--- config.mk ---
export PLATFORM = sky130hd
export DESIGN_NAME = rs_pool
export DESIGN_NICKNAME = d
export VERILOG_FILES = /design/src/rtl/rs_pool.sv
export SDC_FILE = /design/constraint.sdc
export NUM_CORES = 1
export LEC_CHECK = 0
export ABC_AREA = 1
export CAP_MARGIN = 15
export CORE_ASPECT_RATIO = 0.5
export CORE_UTILIZATION = 55
export CTS_BUF_LIST = sky130_fd_sc_hd__clkbuf_2
export DETAILED_ROUTE_END_ITERATION = 8
export PLACE_DENSITY = 0.77
export SYNTH_ARGS = -nofsm -noshare
export SYNTH_HDL_FRONTEND = slang
export SYNTH_SLANG_ARGS = --single-unit
export TNS_END_PERCENT = 30
--- constraint.sdc ---
create_clock -name CLK -period 7.9 [get_ports CLK]
set_input_delay 0.79 -clock CLK [delete_from_list [all_inputs] [get_ports CLK]]
set_output_delay 0.79 -clock CLK [all_outputs]
set_load 0.005 [all_outputs]
--- src/rtl/rs_pool.sv ---
// rs_pool: multi-entry Tomasulo add/sub reservation station with CDB snoop and valid/ready dispatch
module rs_pool #(
    parameter int DATA_W   = 16,
    parameter int TAG_W    = 3,
    parameter int OP_W     = 3,
    parameter int ENTRIES  = 4,
    parameter int BASE_TAG = 1
) (
    input  logic                         CLK,
    input  logic                         CLR,
    input  logic                         issue_valid,
    input  logic [OP_W-1:0]              issue_op,
    input  logic [DATA_W-1:0]            issue_vj,
    input  logic [DATA_W-1:0]            issue_vk,
    input  logic [TAG_W-1:0]             issue_qj,
    input  logic [TAG_W-1:0]             issue_qk,
    output logic                         issue_ready,
    output logic [TAG_W-1:0]             issue_tag,
    input  logic                         cdb_valid,
    input  logic [TAG_W-1:0]             cdb_tag,
    input  logic [DATA_W-1:0]            cdb_data,
    output logic                         ex_valid,
    input  logic                         ex_ready,
    output logic [OP_W-1:0]              ex_op,
    output logic [DATA_W-1:0]            ex_a,
    output logic [DATA_W-1:0]            ex_b,
    output logic [TAG_W-1:0]             ex_tag,
    output logic [$clog2(ENTRIES+1)-1:0] busy_count
);
    localparam int IW = ENTRIES > 1 ? $clog2(ENTRIES) : 1;
    localparam int CW = $clog2(ENTRIES + 1);
    typedef enum logic [1:0] {FREE, WAIT, READY, EXEC} st_t;
    st_t               st   [ENTRIES];
    st_t               st_n [ENTRIES];
    logic [OP_W-1:0]   op   [ENTRIES];
    logic [OP_W-1:0]   op_n [ENTRIES];
    logic [DATA_W-1:0] vj   [ENTRIES];
    logic [DATA_W-1:0] vj_n [ENTRIES];
    logic [DATA_W-1:0] vk   [ENTRIES];
    logic [DATA_W-1:0] vk_n [ENTRIES];
    logic [TAG_W-1:0]  qj   [ENTRIES];
    logic [TAG_W-1:0]  qj_n [ENTRIES];
    logic [TAG_W-1:0]  qk   [ENTRIES];
    logic [TAG_W-1:0]  qk_n [ENTRIES];
    logic              free_hit, rdy_hit, cdb_hit, do_issue, load, bj, bk;
    logic [IW-1:0]     free_idx, rdy_idx;
    logic [CW-1:0]     cnt_n;

    function automatic logic [TAG_W-1:0] tag_of(input int i);
        return TAG_W'(BASE_TAG + i);
    endfunction

    always_comb begin
        free_hit = 1'b0;
        free_idx = '0;
        rdy_hit  = 1'b0;
        rdy_idx  = '0;
        for (int i = ENTRIES - 1; i >= 0; i--) begin
            if (st[i] == FREE) begin
                free_hit = 1'b1;
                free_idx = IW'(i);
            end
            if (st[i] == READY) begin
                rdy_hit = 1'b1;
                rdy_idx = IW'(i);
            end
        end
    end

    // issue_ready/issue_tag come from registered state only, so a same-cycle CDB free is not reused
    assign issue_ready = free_hit;
    assign issue_tag   = tag_of(int'(free_idx));
    assign cdb_hit     = cdb_valid && cdb_tag != '0;
    assign do_issue    = issue_valid && free_hit;
    assign load        = (!ex_valid || ex_ready) && rdy_hit;
    assign bj          = cdb_hit && issue_qj == cdb_tag;
    assign bk          = cdb_hit && issue_qk == cdb_tag;

    always_comb begin
        cnt_n = '0;
        for (int i = 0; i < ENTRIES; i++) begin
            st_n[i] = st[i];
            op_n[i] = op[i];
            vj_n[i] = vj[i];
            vk_n[i] = vk[i];
            qj_n[i] = qj[i];
            qk_n[i] = qk[i];
            if (st[i] == WAIT) begin
                if (cdb_hit && qj[i] == cdb_tag) begin
                    vj_n[i] = cdb_data;
                    qj_n[i] = '0;
                end
                if (cdb_hit && qk[i] == cdb_tag) begin
                    vk_n[i] = cdb_data;
                    qk_n[i] = '0;
                end
                if (qj_n[i] == '0 && qk_n[i] == '0) st_n[i] = READY;
            end
            if (st[i] == EXEC && cdb_valid && cdb_tag == tag_of(i)) st_n[i] = FREE;
            if (load && rdy_idx == IW'(i)) st_n[i] = EXEC;
            if (do_issue && free_idx == IW'(i)) begin
                op_n[i] = issue_op;
                vj_n[i] = bj ? cdb_data : issue_vj;
                vk_n[i] = bk ? cdb_data : issue_vk;
                qj_n[i] = bj ? '0 : issue_qj;
                qk_n[i] = bk ? '0 : issue_qk;
                if (qj_n[i] == '0 && qk_n[i] == '0) st_n[i] = READY;
                else st_n[i] = WAIT;
            end
            cnt_n = cnt_n + CW'(st_n[i] != FREE);
        end
    end

    always_ff @(posedge CLK) begin
        if (CLR) begin
            for (int i = 0; i < ENTRIES; i++) begin
                st[i] <= FREE;
                op[i] <= '0;
                vj[i] <= '0;
                vk[i] <= '0;
                qj[i] <= '0;
                qk[i] <= '0;
            end
            ex_valid   <= 1'b0;
            ex_op      <= '0;
            ex_a       <= '0;
            ex_b       <= '0;
            ex_tag     <= '0;
            busy_count <= '0;
        end else begin
            for (int i = 0; i < ENTRIES; i++) begin
                st[i] <= st_n[i];
                op[i] <= op_n[i];
                vj[i] <= vj_n[i];
                vk[i] <= vk_n[i];
                qj[i] <= qj_n[i];
                qk[i] <= qk_n[i];
            end
            busy_count <= cnt_n;
            if (load) begin
                ex_valid <= 1'b1;
                ex_op    <= op[rdy_idx];
                ex_a     <= vj[rdy_idx];
                ex_b     <= vk[rdy_idx];
                ex_tag   <= tag_of(int'(rdy_idx));
            end else if (ex_ready) begin
                ex_valid <= 1'b0;
            end
        end
    end
endmodule
== After elaboration in Yosys (flattened, before gate mapping) ==
Memories as Yosys holds them, arrays and structs flattened. A register that Yosys moved wholly into a read port is not among the register bits.
Index checks and enable logic that the tools add are counted.
Widths: inputs -> output; s select.

* Register bits: 7
* Memory bits (writable): 172
* Input bits: 65
* Output and inout port bits: 46
* Logic and storage cells: 290
* Memories: 6

* $add $sub $neg: 5
* Equality and inequality tests: 52
* Multiplexer cells: 130
* Bitwise logic cells: 24
* Reduce and logical (&&, ||, !) cells: 70

{| class="wikitable"
|+ Memory list
! name !! depth !! bits a word !! rd ports !! clocked after Yosys merged registers in !! wr ports !! RTL line !! text
|-
| vj || 4 || 16 || 1 || 1 || 4 || 37 || <nowiki>logic [DATA_W-1:0] vj [ENTRIES];</nowiki>
|-
| vk || 4 || 16 || 1 || 1 || 4 || 39 || <nowiki>logic [DATA_W-1:0] vk [ENTRIES];</nowiki>
|-
| op || 4 || 3 || 1 || 1 || 4 || 35 || <nowiki>logic [OP_W-1:0] op [ENTRIES];</nowiki>
|-
| qj || 4 || 3 || 4 || 0 || 4 || 41 || <nowiki>logic [TAG_W-1:0] qj [ENTRIES];</nowiki>
|-
| qk || 4 || 3 || 4 || 0 || 4 || 43 || <nowiki>logic [TAG_W-1:0] qk [ENTRIES];</nowiki>
|-
| st || 4 || 2 || 4 || 0 || 4 || 33 || <nowiki>st_t st [ENTRIES];</nowiki>
|}

{| class="wikitable"
|+ Operator list
! operator !! count
|-
| $mux 16 || 34
|-
| $mux 3 || 50
|-
| $mux 2 || 33
|-
| $logic_and 1x1->1 || 34
|-
| $eq 3x3->1 || 10
|-
| $logic_not 3->1 || 10
|-
| $eq 2x2->1 const B || 12
|-
| $ne 3x3->1 const B || 8
|-
| $or 1x1->1 || 24
|-
| $reduce_and 3->1 || 8
|-
| $ne 2x2->1 const B || 8
|-
| $mux 1 || 13
|-
| $eq 2x1->1 const B || 6
|-
| $logic_not 2->1 || 6
|-
| $reduce_bool 2->1 || 5
|-
| $reduce_and 2->1 || 4
|-
| $add 1x2->3 const A || 2
|-
| $eq 3x2->1 const B || 2
|-
| $ne 1x1->1 const B || 4
|-
| $add 2x1->3 || 1
|-
| $add 3x1->3 || 1
|-
| $eq 3x1->1 const B || 1
|-
| $eq 3x3->1 const B || 1
|-
| $reduce_bool 3->1 || 1
|-
| other kinds (3) || 3
|}

== Logic depth before layout (Yosys ltp) ==
* Depth in word-level cells: 16
* Gate-level depth with buffers: 21

== Worst setup path after synthesis ==
Ideal clock, no wire load.

* Path type: input-to-reg
* Start point: input cdb_tag[0]
* End point: register busy_count[1]
* Library setup time: 0.128 ns
* Arrival: 2.873 ns
* Data required time: 7.772 ns
* Path slack: 4.899 ns
* Stages on the path: 16
* Path buffers: 1
* Path through: buf_4 xor2_1 nor2_2 nand3_4 o31ai_1 nand2_1 inv_2 nand2_1 nand2_1 nor2_1 fa_1 inv_1 ha_1 ha_1 inv_1 nor2_1

* Longest elaborated chain between the ends: 16

{| class="wikitable"
|+ RTL lines
! what !! RTL line !! text
|-
| start, declared || 20 || <nowiki>input logic [TAG_W-1:0] cdb_tag,</nowiki>
|-
| $reduce_bool 3->1 || 73 || <nowiki>assign cdb_hit = cdb_valid && cdb_tag != '0;</nowiki>
|-
| $logic_and 1x1->1 || 73 ||
|-
| $logic_and 1x1->1 (on tied branches) || 89, 93 ||
|-
| $mux 3 (on tied branches) || 89, 93 ||
|-
| $mux 3 || 88 || <nowiki>if (st[i] == WAIT) begin</nowiki>
|-
| $logic_not 3->1 || 97 || <nowiki>if (qj_n[i] == '0 && qk_n[i] == '0) st_n[i] = READY;</nowiki>
|-
| $logic_and 1x1->1 || 97 ||
|-
| $mux 2 || 97 ||
|-
| $mux 2 || 88 ||
|-
| $mux 2 || 99 || <nowiki>if (st[i] == EXEC && cdb_valid && cdb_tag == tag_of(i)) st_n[i] = FREE;</nowiki>
|-
| $mux 2 || 100 || <nowiki>if (load && rdy_idx == IW'(i)) st_n[i] = EXEC;</nowiki>
|-
| $mux 2 || 101 || <nowiki>if (do_issue && free_idx == IW'(i)) begin</nowiki>
|-
| $reduce_bool 2->1 || 110 || <nowiki>cnt_n = cnt_n + CW'(st_n[i] != FREE);</nowiki>
|-
| $add 1x1->2 || 110 ||
|-
| $add 2x1->3 || 110 ||
|-
| $add 3x1->3 (*) || 110 ||
|-
| via cnt_n[1] || 47 || <nowiki>logic [CW-1:0] cnt_n;</nowiki>
|-
| end signal, assigned || 139 || <nowiki>busy_count <= cnt_n;</nowiki>
|-
| end, declared || 28 || <nowiki>output logic [$clog2(ENTRIES+1)-1:0] busy_count</nowiki>
|}

The timed path passes the listed nets; every way through them passes the cells marked *. The select of a mux whose other input is x is not followed.
A chain may end at the register's enable or synchronous reset.

==> impl_metrics.ini <==
[critical_path]
max_stage_delay_ps = 670
endpoint_kind = flop
worstPathCellList = inv_1 > nand2_1 > nand2_1 > nand2_2 > buf_4 > inv_2 > buf_4 > ha_1 > nand3_1 > o21ai_0 > inv_1 > nand2_1 > nand2_1 > nand2_1 > nor2_1 > fa_1 > inv_1 > ha_1 > ha_1 > inv_1 > nor2_1
critPathKind = flop to flop
worstPathMaxFanout = 73
critPathRequiredTime_ps = 8530
cp_common_cell = nand2_1
startpoint_type = flop
crit_path_top_delay_cell = buf_4
worst_ep_arrival_time_ps = 4670

[clock_tree]
cts.clk_slew.worst_paths_ps = 120
postCtsSetupBuffers = 0
root_buffer = clkbuf_2
cts_resized = 0
clockBufferDepth = 3
postCtsHoldBufs = 0
htreeDepth = 2
tritoncts = done
clkLatencyLatePin_ps = 850
clkSinkCount = 214
cts_made_buffers = 47

[sta]
max_freq_mhz = 247.6
finalSetupViolations = 0
fin_crit_sh_pct = 51.13
fin_skew_ps = 117.5
relSlewSlack_pct = 19.36
fin_setup_tns_ps = 0
worstMarginPinSlew_ps = 1206
finalWorstSetupSlack_ps = 3861
rsz0062_at_grt = no
finalHoldViolations = 0
maxSlewViolCount = 0
post-route-min-period_ps = 4039

[global_routing]
grt_pass1_wl_mm = 53.19
grt_max_degree = 75
overflow = 0
grt_antenna_before_repair = 0
grt_util_all_layers_pct = 32.70
grt_pass1_vias = 10220

[detailed_routing]
vias = 10650
wl_mm = 34.48
drc = 0
post_drt_wl_per_cell_um = 18.78
drtPass1Iterations = 8
drtAntennaViolNets = 0
drt_iter0_markers = 1433
viasPerCell = 5.803

[finish]
nets = 1609
drive_above_1_share_pct = 9.873
antenna_cells = 0
area_delta_synth_final_pct = 13.55

[run_status]
status = completed

[yosys]
synthCells = 1437
synthArstFlopShare_pct = 0
syn_area_um2 = 11330
ys_ff_latch = 214
synth_edf_count = 140
synthFlopType = edfxtp_1
syn_avg_cell_area_um2 = 7.886
synth.distinct_cells = 35
synth_nets = 1513
synth-warning-count = 0
ys_seq_area_share_pct = 50.17

[placement]
place_congestion = 0.9565
hpwl_mm = 20.98
pre_cts_ws_ps = 3392
numPortBuffers = 110

[flow_run]
cap_violations = 0

[die]
core_um2 = 19820
die_w_um = 205.0
start_util_pct = 57.18
die_area_um2 = 21220
dieHeight_um = 103.5
num_io_pins = 111
core.rowCount = 36

[pwr]
max-vdd-ir-drop_mv = 0.1887
leakage_nw = 5.509
power_density_nw_per_um2 = 333.6

[worst_hold_path]
worstHoldPathType = flop to flop
## worst max-delay path: cells and delay by family, from the launching register on
kind,cells,cell delay (ps)
buffers and inverters,7,1330
adder cells (fa/ha/maj),4,1260
AND/OR/NAND/NOR,9,680
flip-flops,1,350
AO/OA/AOI/OAI,1,110
## where the power goes
part | total (mW) | switching (mW) | internal [mW]
logic | 1.94 | 1.27 | 0.668
registers | 1.64 | 0.112 | 1.53
clock network | 0.717 | 0.461 | 0.256
total | 4.29 | 1.84 | 2.45
## Yosys cell counts (2+ instances only)
cell / number / area share, %
xor2_1: 15 / 1.2
edfxtp_1: 140 / 37
nand3b_1: 2 / 0.13
inv_1: 106 / 3.5
nand3_1: 72 / 3.2
o31ai_1: 2 / 0.13
inv_2: 10 / 0.33
nand2_2: 11 / 0.61
ha_1: 10 / 1.1
xnor2_1: 9 / 0.70
nor3_1: 3 / 0.13
nor2_1: 257 / 8.5
o21ai_0: 59 / 2.6
nand2_1: 360 / 12
o21ai_2: 32 / 2.5
a21oi_1: 139 / 6.1
buf_2: 42 / 1.9
buf_1: 2 / 0.066
nor2_2: 2 / 0.11
o21ai_1: 21 / 0.93
buf_4: 11 / 0.73
dfxtp_1: 74 / 13
buf_6: 6 / 0.60
o22ai_1: 23 / 1.3
clkbuf_1: 14 / 0.46
nand4_1: 6 / 0.33
## registers in the layout, indices dropped and copies added (netlist names)
name,flops
busy_count,3
op,12
ex_op,3
ex_tag,3
st,8
vj,64
qj,12
ex_a,16
qk,12
vk,64
ex_valid,1
ex_b,16
## cell usage in the layout, fill, tap and decap left out, types with 2 or more instances in the layout
cell type and count:
o31ai_1 2, xnor2_1 9, a21oi_1 139, clkdlybuf4s50_1 109, nor3_1 3, o21ai_0 59
nand2_2 12, o22ai_1 23, clkinv_1 6, ha_1 10, xor2_1 15, buf_4 12
nor2_1 257, dfxtp_1 74, edfxtp_1 140, nand4_1 6, nand2_1 359, inv_2 12
clkbuf_2 78, inv_1 105, nand3b_1 2, o21ai_1 21, nor2_2 2, o21ai_2 32
nand3_1 72
## layout make-up
class	count	area, um2
Fill cell	1669	6952
Sequential cell	214	5685
Multi-Input combinational cell	1031	4788
Timing Repair Buffer	123	1201
Inverter	116	435.4
Clock buffer	78	390.4
Tap cell	266	332.8
Clock inverter	8	33.78
## cells by family (layout without fill, tap and decap cells)
kind of cell    after synthesis  in the layout  synth area share [%]
simple gates                718            718                 25.43
compound gates              278            278                 13.67
flops                       214            214                 50.17
buf+inv                     192            325                 7.596
xor+xnor                     24             24                 1.855
fa+ha+maj                    11             11                 1.281
## stage by stage
stage               power [mW]  std cells  util (%)  hold WS [ps]  cell area [um2]
finish                   4.293       1836     64.92         478.4            12870
global route             4.578       1836     64.92         519.0            12870
CTS                      4.246       1835     64.85         485.7            12850
detailed placement       3.548       1749     62.71         463.4            12430
global placement         3.492       1749     62.71         453.6            12430
floorplan                2.870       1437         -         456.8            11330
## metal layers
metal,vias to the layer above,GRT usage [%],share of wire (%)
li1,4936,-,-
met1,4829,44.47,40
met2,772,49.44,43
met3,117,8.590,13
met4,0,13.76,3.3
met5,-,0,0
## worst paths after layout
check | end | slack (ps) | startpoint | cells past startpoint
min | ex_tag[2] | 480 | ex_tag[2] | 2
min reg2reg | ex_tag[2] | 480 | ex_tag[2] | 2
max reg2reg | busy_count[1] | 3860 | st[1][0] | 21
max | busy_count[1] | 3860 | st[1][0] | 21
Power figures use the tool's default switching activity.
